### config.mk
export PLATFORM = sky130hd
export DESIGN_NAME = im_loader_flat
export DESIGN_NICKNAME = d
export VERILOG_FILES = /design/src/rtl/im_loader_if.sv /design/src/rtl/im_loader.sv /design/src/flat_wrapper.sv
export SDC_FILE = /design/constraint.sdc
export NUM_CORES = 1
export LEC_CHECK = 0
export BUFFER_PORTS_ARGS = -buffer_cell sky130_fd_sc_hd__buf_2
export CORE_AREA = 2 2 142 116
export CTS_CLUSTER_DIAMETER = 80
export CTS_CLUSTER_SIZE = 20
export DETAILED_ROUTE_END_ITERATION = 8
export DIE_AREA = 0 0 144 118
export SYNTH_ARGS = -nofsm -noshare
export SYNTH_HDL_FRONTEND = slang
export SYNTH_SLANG_ARGS = --single-unit
export TNS_END_PERCENT = 30
### constraint.sdc
create_clock -name clk -period 2.8 [get_ports clk]
set_input_delay 0.14 -clock clk [delete_from_list [all_inputs] [get_ports clk]]
set_output_delay 0.14 -clock clk [all_outputs]
set_load 0.03 [all_outputs]
### src/rtl/im_loader_if.sv
// Byte-stream and IM write-port bundle between a program source and im_loader.
// Latency: none, wires only.
// Backpressure: byte_valid/byte_ready handshake; the source holds a byte until it is accepted.
interface im_loader_if #(
  parameter int ADDR_W = 10
) ();
  logic              start;
  logic [ADDR_W-1:0] base_addr;
  logic [ADDR_W-2:0] word_count;
  logic              byte_valid;
  logic [7:0]        byte_data;
  logic              byte_ready;
  logic              im_we;
  logic [ADDR_W-1:0] im_waddr;
  logic [31:0]       im_wdata;
  logic              rst_pc_hold;
  logic              busy;
  logic              done;
  logic              err_ovf;
  logic [7:0]        chksum;

  // Source / control side.
  modport master (
    output start, base_addr, word_count, byte_valid, byte_data,
    input  byte_ready, im_we, im_waddr, im_wdata, rst_pc_hold, busy, done, err_ovf, chksum
  );

  // Loader side.
  modport slave (
    input  start, base_addr, word_count, byte_valid, byte_data,
    output byte_ready, im_we, im_waddr, im_wdata, rst_pc_hold, busy, done, err_ovf, chksum
  );
endinterface

### src/rtl/im_loader.sv
// Assembles a big-endian byte stream into 32-bit words and writes them to IM, holding the PC in reset.
// Latency: one word per 5 cycles streaming (4 accepts + 1 write); done one cycle after the last write.
// Backpressure: byte_ready only in COLLECT; bytes offered in other states stay with the source.
// Optional: IM_LOADER_CHKSUM_EN builds the 8-bit running checksum, otherwise chksum is tied to 0.
module im_loader #(
  parameter int IM_BYTES = 1024,
  parameter int ADDR_W   = 10
) (
  input  logic      clk,
  input  logic      rst_ldr_n,
  im_loader_if.slave bus
);
  localparam int RW = ADDR_W - 1;

  localparam logic [1:0] S_IDLE    = 2'd0;
  localparam logic [1:0] S_COLLECT = 2'd1;
  localparam logic [1:0] S_WRITE   = 2'd2;
  localparam logic [1:0] S_DONE    = 2'd3;

  logic [1:0]        r_state;
  logic [1:0]        w_next;
  logic [ADDR_W-1:0] r_addr;
  logic [ADDR_W-1:0] r_waddr;
  logic [RW-1:0]     r_remaining;
  logic [1:0]        r_byte_cnt;
  logic [23:0]       r_asm;
  logic [31:0]       r_wdata;
  logic              r_err_ovf;
  logic              w_accept;
  logic              w_last_byte;
  logic              w_wrap;

  assign w_accept    = (r_state == S_COLLECT) && bus.byte_valid;
  assign w_last_byte = w_accept && (r_byte_cnt == 2'd3);
  assign w_wrap      = (r_addr == ADDR_W'(IM_BYTES - 4));

  assign bus.byte_ready  = (r_state == S_COLLECT);
  assign bus.im_we       = (r_state == S_WRITE);
  assign bus.busy        = (r_state != S_IDLE);
  assign bus.rst_pc_hold = (r_state != S_IDLE);
  assign bus.done        = (r_state == S_DONE);
  assign bus.im_waddr    = r_waddr;
  assign bus.im_wdata    = r_wdata;
  assign bus.err_ovf     = r_err_ovf;

  // Next-state selection for the IDLE/COLLECT/WRITE/DONE sequence.
  always_comb begin
    w_next = r_state;
    case (r_state)
      S_IDLE:    if (bus.start) w_next = (bus.word_count == '0) ? S_DONE : S_COLLECT;
      S_COLLECT: if (w_last_byte) w_next = S_WRITE;
      S_WRITE:   w_next = (r_remaining == RW'(1)) ? S_DONE : S_COLLECT;
      default:   w_next = S_IDLE;
    endcase
  end

  // State register.
  always_ff @(posedge clk or negedge rst_ldr_n) begin
    if (!rst_ldr_n) r_state <= S_IDLE;
    else            r_state <= w_next;
  end

  // Address/count bookkeeping, byte assembly and the sticky wrap flag.
  always_ff @(posedge clk or negedge rst_ldr_n) begin
    if (!rst_ldr_n) begin
      r_addr      <= '0;
      r_waddr     <= '0;
      r_remaining <= '0;
      r_byte_cnt  <= '0;
      r_asm       <= '0;
      r_wdata     <= '0;
      r_err_ovf   <= 1'b0;
    end else begin
      if (r_state == S_IDLE && bus.start) begin
        r_addr      <= bus.base_addr & ~ADDR_W'(3);
        r_remaining <= bus.word_count;
        r_byte_cnt  <= '0;
        r_err_ovf   <= 1'b0;
      end
      if (w_accept) begin
        r_byte_cnt <= r_byte_cnt + 2'd1;
        // First byte ends up in the MSB after three shifts.
        r_asm      <= {r_asm[15:0], bus.byte_data};
      end
      // Output word/address only change when a complete word is ready.
      if (w_last_byte) begin
        r_wdata <= {r_asm, bus.byte_data};
        r_waddr <= r_addr;
      end
      if (r_state == S_WRITE) begin
        r_addr      <= r_addr + ADDR_W'(4);
        r_remaining <= r_remaining - RW'(1);
        if (w_wrap) r_err_ovf <= 1'b1;
      end
    end
  end

`ifdef IM_LOADER_CHKSUM_EN
  logic [7:0] r_chksum;

  // Wrapping sum of accepted bytes, cleared on each new load.
  always_ff @(posedge clk or negedge rst_ldr_n) begin
    if (!rst_ldr_n) begin
      r_chksum <= 8'h00;
    end else if (r_state == S_IDLE && bus.start) begin
      r_chksum <= 8'h00;
    end else if (w_accept) begin
      r_chksum <= r_chksum + bus.byte_data;
    end
  end

  assign bus.chksum = r_chksum;
`else
  assign bus.chksum = 8'h00;
`endif

endmodule

### src/flat_wrapper.sv
// flat-port wrapper written by rule: the top's interface ports become plain ports
module im_loader_flat 
#(
  parameter int IM_BYTES = 1024,
  parameter int ADDR_W   = 10
)
  (clk, rst_ldr_n, bus_start, bus_base_addr, bus_word_count, bus_byte_valid, bus_byte_data, bus_byte_ready, bus_im_we, bus_im_waddr, bus_im_wdata, bus_rst_pc_hold, bus_busy, bus_done, bus_err_ovf, bus_chksum);
  im_loader_if #(.ADDR_W(ADDR_W)) bus_i ();
  input  logic clk;
  input  logic rst_ldr_n;
  input wire logic [$bits(bus_i.start)-1:0] bus_start;
  input wire logic [$bits(bus_i.base_addr)-1:0] bus_base_addr;
  input wire logic [$bits(bus_i.word_count)-1:0] bus_word_count;
  input wire logic [$bits(bus_i.byte_valid)-1:0] bus_byte_valid;
  input wire logic [$bits(bus_i.byte_data)-1:0] bus_byte_data;
  output wire logic [$bits(bus_i.byte_ready)-1:0] bus_byte_ready;
  output wire logic [$bits(bus_i.im_we)-1:0] bus_im_we;
  output wire logic [$bits(bus_i.im_waddr)-1:0] bus_im_waddr;
  output wire logic [$bits(bus_i.im_wdata)-1:0] bus_im_wdata;
  output wire logic [$bits(bus_i.rst_pc_hold)-1:0] bus_rst_pc_hold;
  output wire logic [$bits(bus_i.busy)-1:0] bus_busy;
  output wire logic [$bits(bus_i.done)-1:0] bus_done;
  output wire logic [$bits(bus_i.err_ovf)-1:0] bus_err_ovf;
  output wire logic [$bits(bus_i.chksum)-1:0] bus_chksum;
  assign bus_i.start = bus_start;
  assign bus_i.base_addr = bus_base_addr;
  assign bus_i.word_count = bus_word_count;
  assign bus_i.byte_valid = bus_byte_valid;
  assign bus_i.byte_data = bus_byte_data;
  assign bus_byte_ready = bus_i.byte_ready;
  assign bus_im_we = bus_i.im_we;
  assign bus_im_waddr = bus_i.im_waddr;
  assign bus_im_wdata = bus_i.im_wdata;
  assign bus_rst_pc_hold = bus_i.rst_pc_hold;
  assign bus_busy = bus_i.busy;
  assign bus_done = bus_i.done;
  assign bus_err_ovf = bus_i.err_ovf;
  assign bus_chksum = bus_i.chksum;
  im_loader #(.IM_BYTES(IM_BYTES), .ADDR_W(ADDR_W)) u_core (.clk(clk), .rst_ldr_n(rst_ldr_n), .bus(bus_i));
endmodule
; Word-level counts from Yosys, hierarchy flattened
; Cells that the tools add are included.
[totals]
latchBits = 0
memories = 0
mem_bits_rw = 0
output_inout_bits = 56
romBits = 0
register_bits = 90
word_cells = 42
[classes]
bitwise = 0
multipliers = 0
addsub = 3
n_eq_ne = 8
n_shift = 0
n_mux = 14
n_reduce_logical = 9
n_lt_le_gt_ge = 0
n_div = 0
[ops]
columns = cell, n
row1 = $mux W10, 2
row2 = $mux W9, 2
row3 = $mux W2, 6
row4 = $add A10 B3 Y10 const B, 1
row5 = $eq A10 B10 Y1 const B, 1
row6 = $eq A9 B1 Y1 const B, 1
row7 = $logic_not A9 Y1, 1
row8 = $sub A9 B1 Y9 const B, 1
row9 = $eq A2 B2 Y1 const B, 3
row10 = $pmux W2 S3, 1
row11 = $reduce_bool A2 Y1, 3
row12 = $logic_and A1 B1 Y1, 3
row13 = $mux W1, 3
row14 = $add A2 B1 Y2 const B, 1
row15 = $eq A2 B1 Y1 const B, 1
row16 = $logic_not A2 Y1, 1
row17 = $ne A2 B1 Y1 const B, 1
row18 = $ne A2 B2 Y1 const B, 1
row19 = $reduce_and A2 Y1, 1

; Longest topological paths before layout
; Gate-level depths: netlist of run 1.
[depth]
word_depth = 5
ltp_mapped = 6

; Least setup slack after synthesis of run 1
; No wires, ideal clock.
[synth_path]
path_type = reg-to-reg
from = register u_core.r_remaining[3]
to = register u_core.r_remaining[6]
period_less_slack_ps = 1571
setup_ps = 126
required_time_ps = 2674
path_stages_with_launch = 4
t_arrival_ps = 1445
path_slack_ps = 1229
cell_sequence = dfrtp_1 or4b_1 o311a_1 a221o_1
[synth_between]
elab_chain_len = 2
[synth_lines]
columns = element, line
row1 = "start, declared", im_loader.sv:24  ; logic [RW-1:0] r_remaining;
row2 = "start signal, assigned", im_loader.sv:76  ; r_remaining <= bus.word_count;
row3 = "start signal, assigned", im_loader.sv:92  ; r_remaining <= r_remaining - RW'(1);
row4 = $sub A9 B1 Y9, im_loader.sv:92
row5 = $mux W9, im_loader.sv:90  ; if (r_state == S_WRITE) begin
; No other way between the ends.
; A chain may end at the register's enable or synchronous reset.

; Worst setup path in the final report of run 1
[layout_path]
from = register u_core.r_state[1]
to = register u_core.r_wdata[4], in the netlist u_core.bus.im_wdata[4]
[layout_between]
elab_chain_len = 3
[layout_lines]
columns = element, line
row1 = "start, declared", im_loader.sv:20  ; logic [1:0] r_state;
row2 = "start signal, assigned", im_loader.sv:60  ; else r_state <= w_next;
row3 = $eq A2 B1 Y1, im_loader.sv:33  ; assign w_accept = (r_state == S_COLLECT) && bus.byte_valid;
row4 = $logic_and A1 B1 Y1, im_loader.sv:33
row5 = $logic_and A1 B1 Y1, im_loader.sv:34  ; assign w_last_byte = w_accept && (r_byte_cnt == 2'd3);
row6 = "end signal, assigned", im_loader.sv:87  ; r_wdata <= {r_asm, bus.byte_data};
row7 = "end, declared", im_loader.sv:27  ; logic [31:0] r_wdata;
; No other way between the ends.

==> flow_metrics.py, run 1 <==
metrics = {
    "route": {
        "vias_per_cell": 4.37,
        "drtIter0Drc": 302,
        "drc": 0,
        "routed_wl_um": 9010,
        "wl_per_cell_um": 14.1,
        "dr.pass1.iters": 4,
        "drtAntennaViolNets": 0,
        "num_vias": 2795,
    },
    "global_routing": {
        "antenna_found_initial": 0,
        "grt_overflow": 0,
        "grt_max_degree": 41,
        "grt_pass1_wl_um": 14800,
        "grt_pass1_vias": 2901,
        "grtUsageTotal": 0.113,
    },
    "critical_path": {
        "cp_top_family": "flip-flops",
        "worstSetupPathType": "register to register",
        "cp.buffers_inverters": 1,
        "cp_max_fo": 36,
        "critPathRequiredTime_ns": 3.02,
        "worst_path_largest_cell_delay_ns": 0.69,
        "cp_num_cells": 4,
        "crit_path_end_kind": "register",
        "reg2reg_depth": 4,
        "cp_cell_sequence": "and3b_1, nand2_2, buf_12, mux2_2",
        "crit_path_start_kind": "register",
        "critPathSlowestCell": "dfrtp_1",
        "arrival_ns": 2.17,
    },
    "floorplan": {
        "rows": 41,
        "chipWidth_um": 144,
        "initial_utilization": 0.247,
        "core_area_um2": 15500,
        "dieArea_um2": 17000,
        "die_y_um": 118,
        "boundaryPins": 87,
    },
    "sta": {
        "slew_viol_final": 0,
        "skew_ns": 0.00627,
        "hold-worst-slack_ns": 0.0153,
        "rsz0062_at_grt": "no",
        "setup_viol": 0,
        "tightest_slew_ns": 0.775,
        "hold_violations": 0,
        "fmax_mhz": 513,
        "slew_headroom": 0.481,
        "fin_crit_sh": 0.696,
        "period_minus_slack_ns": 1.95,
        "setup_tns_ns": 0,
    },
    "final_layout": {
        "syn_to_final_growth_pct": 23.4,
        "final_common_cell": "dfrtp_1",
        "fillers": 1608,
        "layout-drive-gt1-share": 0.336,
        "final_cell_mix": "dfrtp_1, nand2_1, buf_2, mux2_2, nor2_1",
        "final_net_count": 454,
    },
    "min_path": {
        "hp-class": "input pin to register",
        "holdPathStages": 3,
    },
    "placement": {
        "place_congestion": 0.757,
        "hpwl_um": 6250,
        "port_buffers": 74,
    },
    "yosys": {
        "ys_ff_latch": 86,
        "synth_top_family_by_area": "simple AND/OR/NAND/NOR gates",
        "netlist.area_leader.share": 0.560,
        "synth.area.mux_share": 0.125,
        "ys_warn_count": 0,
        "synth-edff-count": 0,
        "synthAdderAreaFrac": 0.0130,
        "synth_xor_area_frac": 0,
        "syn_avg_cell_area_um2": 11.1,
        "ys_types": 52,
        "synth-main-ff-cell": "dfrtp_1",
        "async_reset_ff_frac": 1.00,
        "yosysSeqAreaShare": 0.560,
        "synth-compound-area-share": 0.0746,
        "post_synth_main_area_contributors": "dfrtp_1, mux2_2, nand2_1, buf_4, buf_2",
        "yosys.area.top_type": "dfrtp_1",
        "yosys.area_share.simple": 0.175,
        "syn_area_um2": 3840,
        "netlist_instances": 346,
    },
    "power": {
        "ir_drop_mv": 0.317,
        "p_per_area_nw_per_um2": 1200,
        "p_leak_nw": 2.34,
    },
    "status": {
        "status": "finished clean",
    },
    "clock_network": {
        "cts.sinks": 86,
        "cts_buffers": 9,
        "htree_levels": 3,
        "post-cts-setup-buffers": 0,
        "cts-root-buf": "clkbuf_16",
        "cts_tree": "yes",
        "worstSkewPairLatency_ns": 0.34,
        "clk_path_buf_depth": 2,
        "clkSlewWorstSetupHoldPaths_ns": 0.06,
    },
    "job": {
        "drv_cap": 0,
    },
}
-- cells in the mapped netlist, drive strengths merged (2+ instances only) --
library cell	count
mux2i	3
mux2	40
and4	4
o211ai	4
o311a	2
a31oi	3
nand3	7
nor3	5
nand2b	6
nor2	12
nor3b	4
or3	2
a221o	3
inv	6
nor4b	2
o221ai	2
clkbuf	5
ha	4
buf	24
a21oi	6
nand3b	3
nor2b	3
nand2	82
a311oi	3
nor4	2
o21ai	4
dfrtp	86
-- cell type report --
cell class              count  area, um2  share of cell area
clock buffers               9        225              0.0475
inverters                   6       22.5             0.00475
multi-input cells         234       1530               0.322
flip-flops and latches     86       2150               0.454
diodes                      1       2.50            0.000528
well taps                 215        269              0.0567
clock inverters             6       95.1              0.0201
repair buffers             82        450              0.0950
-- logic make-up (layout without fill, tap and decap cells) --
| logic type | after synthesis | count (layout) |
|---|---|---|
| compound gates | 38 | 38 |
| fa+ha+maj | 4 | 4 |
| buf+inv | 35 | 103 |
| flops | 86 | 86 |
| mux | 43 | 43 |
| other cells | 1 | 11 |
| simple gates | 139 | 139 |
-- through the flow --
stage	power [mW]	worst slack (ns)	utilization	area, um2	cells
6_report	5.69	0.851	0.305	4740	639
5_1_grt	6.08	0.755	0.305	4740	638
4_1_cts	5.77	0.866	0.305	4740	638
3_5_place_dp	4.44	0.884	0.283	4400	621
3_3_place_gp	4.36	0.905	0.283	4400	621
2_1_floorplan	3.79	1.23	-	3880	355
-- what timing repair did --
action | CTS | global route
endpoints found under the hold margin | 39 | 0
hold buffers | 2 | 0
resized for setup | 0 | 0
-- worst paths after layout --
kind,slack (ns),startpoint,end
min in group asynchronous,0.32,rst_ldr_n,u_core.bus.im_waddr[3]$_DFFE_PN0P_
max in group asynchronous,1.76,rst_ldr_n,u_core.bus.im_wdata[3]$_DFFE_PN0P_
min,0.02,bus_base_addr[5],u_core.r_addr[5]$_DFFE_PN0P_
max,0.85,u_core.r_state[1]$_DFFE_PN0P_,u_core.bus.im_wdata[4]$_DFFE_PN0P_
max reg2reg,0.85,u_core.r_state[1]$_DFFE_PN0P_,u_core.bus.im_wdata[4]$_DFFE_PN0P_
min reg2reg,0.47,u_core.r_asm[20]$_DFFE_PN0P_,u_core.r_asm[20]$_DFFE_PN0P_
-- sequential cells by signal, indices dropped and copies added, names as in the netlist --
name                 flops
u_core.r_remaining       9
u_core.bus.err_ovf       1
u_core.r_byte_cnt        2
u_core.bus.im_waddr      8
u_core.r_asm            24
u_core.r_state           2
u_core.bus.im_wdata     32
u_core.r_addr            8
-- worst min-delay path, cell delays in order --
cell,delay (ns)
buf_2,0.08
nand2_1,0.05
nand3_1,0.06
-- per-layer routing --
metal / vias to the layer above / global-route usage / routed length [um]
met2: 67 / 0.167 / 4150
met4: 0 / 0.0625 / 222
met3: 16 / 0.0305 / 456
li1: 1327 / - / -
met5: - / 0 / 0
met1: 1385 / 0.149 / 4180
-- report_power, final --
part	switching [mW]	internal [mW]	leakage [nW]
sequential	0.465	1.81	1.08
clock	0.515	0.786	0.150
combinational	1.32	0.804	1.11
Power figures use the tool's default switching activity.
==> run 2: changes to the inputs <==
==> constraint.sdc (replaced) <==
create_clock -name clk -period 1.9 [get_ports clk]
set_input_delay 0.095 -clock clk [delete_from_list [all_inputs] [get_ports clk]]
set_output_delay 0.095 -clock clk [all_outputs]
set_load 0.03 [all_outputs]
==> run 2 against run 1 <==
Against the previous run: global-route usage is essentially flat; clock-buffer cell count up 1; first-iteration DRC count decreased by 11%; core utilization is 0.91 points higher; worst hold slack better by 0.0031 ns; die area unchanged; sequential cell count is the same; clock skew grew 0.00077 ns; non-clock buffer count up 18; combinational power grew 57%; setup slack lost 0.72 ns.
==> flow_metrics.py, run 2 (synthesized netlist as in run 1, its figures left out) <==
metrics = {
    "route": {
        "routed_wl_um": 9170,
        "drtIter0Drc": 268,
        "vias_per_cell": 4.36,
        "dr.pass1.iters": 4,
        "wl_per_cell_um": 14.0,
        "drc": 0,
        "num_vias": 2866,
        "drtAntennaViolNets": 0,
    },
    "global_routing": {
        "grt_overflow": 0,
        "grt_max_degree": 62,
        "grtUsageTotal": 0.113,
        "grt_pass1_wl_um": 15000,
        "antenna_found_initial": 0,
        "grt_pass1_vias": 2909,
    },
    "sta": {
        "period_minus_slack_ns": 1.77,
        "slew_viol_final": 0,
        "setup_viol": 0,
        "hold_violations": 0,
        "fmax_mhz": 566,
        "rsz0062_at_grt": "no",
        "hold-worst-slack_ns": 0.0184,
        "slew_headroom": 0.588,
        "tightest_slew_ns": 0.613,
        "skew_ns": 0.00704,
        "fin_crit_sh": 0.930,
        "setup_tns_ns": 0,
    },
    "placement": {
        "place_congestion": 0.770,
        "port_buffers": 74,
        "hpwl_um": 6310,
        "place_area_um2": 4460,
    },
    "critical_path": {
        "worstReg2RegStart": "u_core.r_remaining[4]$_DFFE_PN0P_",
        "critPathRequiredTime_ns": 1.80,
        "crit_path_start_kind": "register",
        "reg2reg_to": "u_core.r_remaining[6]$_DFFE_PN0P_",
        "reg2reg_depth": 3,
        "arrival_ns": 1.67,
        "startpoint": "u_core.r_state[0]$_DFFE_PN0P_",
        "crit_path_end_kind": "output port",
        "cp_max_fo": 11,
        "r2r_slack_ns": 0.19,
        "worstSetupEndpoint": "bus_im_we",
        "worstSetupPathType": "register to output port",
    },
    "floorplan": {
        "initial_utilization": 0.247,
        "boundaryPins": 87,
        "dieArea_um2": 17000,
        "core_area_um2": 15500,
        "rows": 41,
        "chipWidth_um": 144,
        "die_y_um": 118,
    },
    "power": {
        "p_leak_nw": 2.42,
        "ir_drop_mv": 0.456,
        "total_power_mw": 8.32,
        "p_per_area_nw_per_um2": 1700,
    },
    "clock_network": {
        "post-cts-setup-buffers": 0,
        "worstSkewPairLatency_ns": 0.34,
        "cts_resized": 0,
        "clkSlewWorstSetupHoldPaths_ns": 0.06,
        "cts_buffers": 9,
        "clk_path_buf_depth": 2,
        "htree_levels": 3,
        "cts.sinks": 86,
        "cts-root-buf": "clkbuf_16",
        "cts_tree": "yes",
    },
    "final_layout": {
        "antenna_cells": 0,
        "final_util": 0.314,
        "largest_reg_flops": 32,
        "fin_area_um2": 4880,
        "final_net_count": 472,
        "syn_to_final_growth_pct": 27.1,
        "final_common_cell": "dfrtp_1",
        "final_cell_mix": "dfrtp_1, nand2_1, buf_2, mux2_2, dlygate4sd3_1",
        "layout-drive-gt1-share": 0.339,
    },
    "min_path": {
        "hp-class": "input pin to register",
    },
    "job": {
        "drv_cap": 0,
    },
    "status": {
        "status": "finished clean",
    },
}
-- run 2: worst min-delay path by stage --
stage                            from                                  to  cells after the start
floorplan                   rst_ldr_n        u_core.bus.err_ovf$_DFF_PN0_                      0
CTS                 bus_word_count[2]   u_core.r_remaining[2]$_DFFE_PN0P_                      2
finish              bus_word_count[4]   u_core.r_remaining[4]$_DFFE_PN0P_                      2
global route        bus_word_count[2]   u_core.r_remaining[2]$_DFFE_PN0P_                      2
detailed placement          rst_ldr_n  u_core.bus.im_waddr[3]$_DFFE_PN0P_                      1
global placement            rst_ldr_n  u_core.bus.im_waddr[3]$_DFFE_PN0P_                      1
-- run 2: where the power goes --
part	internal [mW]	total [mW]	switching (mW)
registers	2.66	3.26	0.593
logic	1.28	3.33	2.06
clock network	0.943	1.73	0.786
total	4.88	8.32	3.44
-- run 2: through the flow --
step / std cells / setup slack (ns)
global route: 657 / 0.0451
finish: 657 / 0.133
floorplan: 355 / 0.329
detailed placement: 628 / 0.210
CTS: 657 / 0.109
global placement: 628 / 0.268
-- run 2: routing by layer --
layer	GRT usage	vias up	part of all wire
met4	0.0600	0	0.021
met5	0	-	0
met2	0.168	65	0.45
met3	0.0269	12	0.043
met1	0.152	1419	0.48
li1	-	1370	-
-- run 2: critical path, cell delays in order, from the launching register on --
cell	delay [ns]
dfrtp_1	0.40
buf_4	0.17
nand2b_1	0.29
inv_1	0.23
buf_2	0.23
-- run 2: area by class of cell --
type / count / area [um2]
sequential: 86 / 2150
clock inverter: 6 / 50.0
multi-input combinational: 234 / 1530
tap: 215 / 269
clock buffer: 10 / 239
timing repair buffer: 100 / 626
inverter: 6 / 22.5
fill: 1589 / 10700
-- run 2: what timing repair did --
item | CTS | global route
hold buffers | 13 | 0
setup endpoints to repair | 0 | 0
endpoints found under the hold margin | 40 | 0
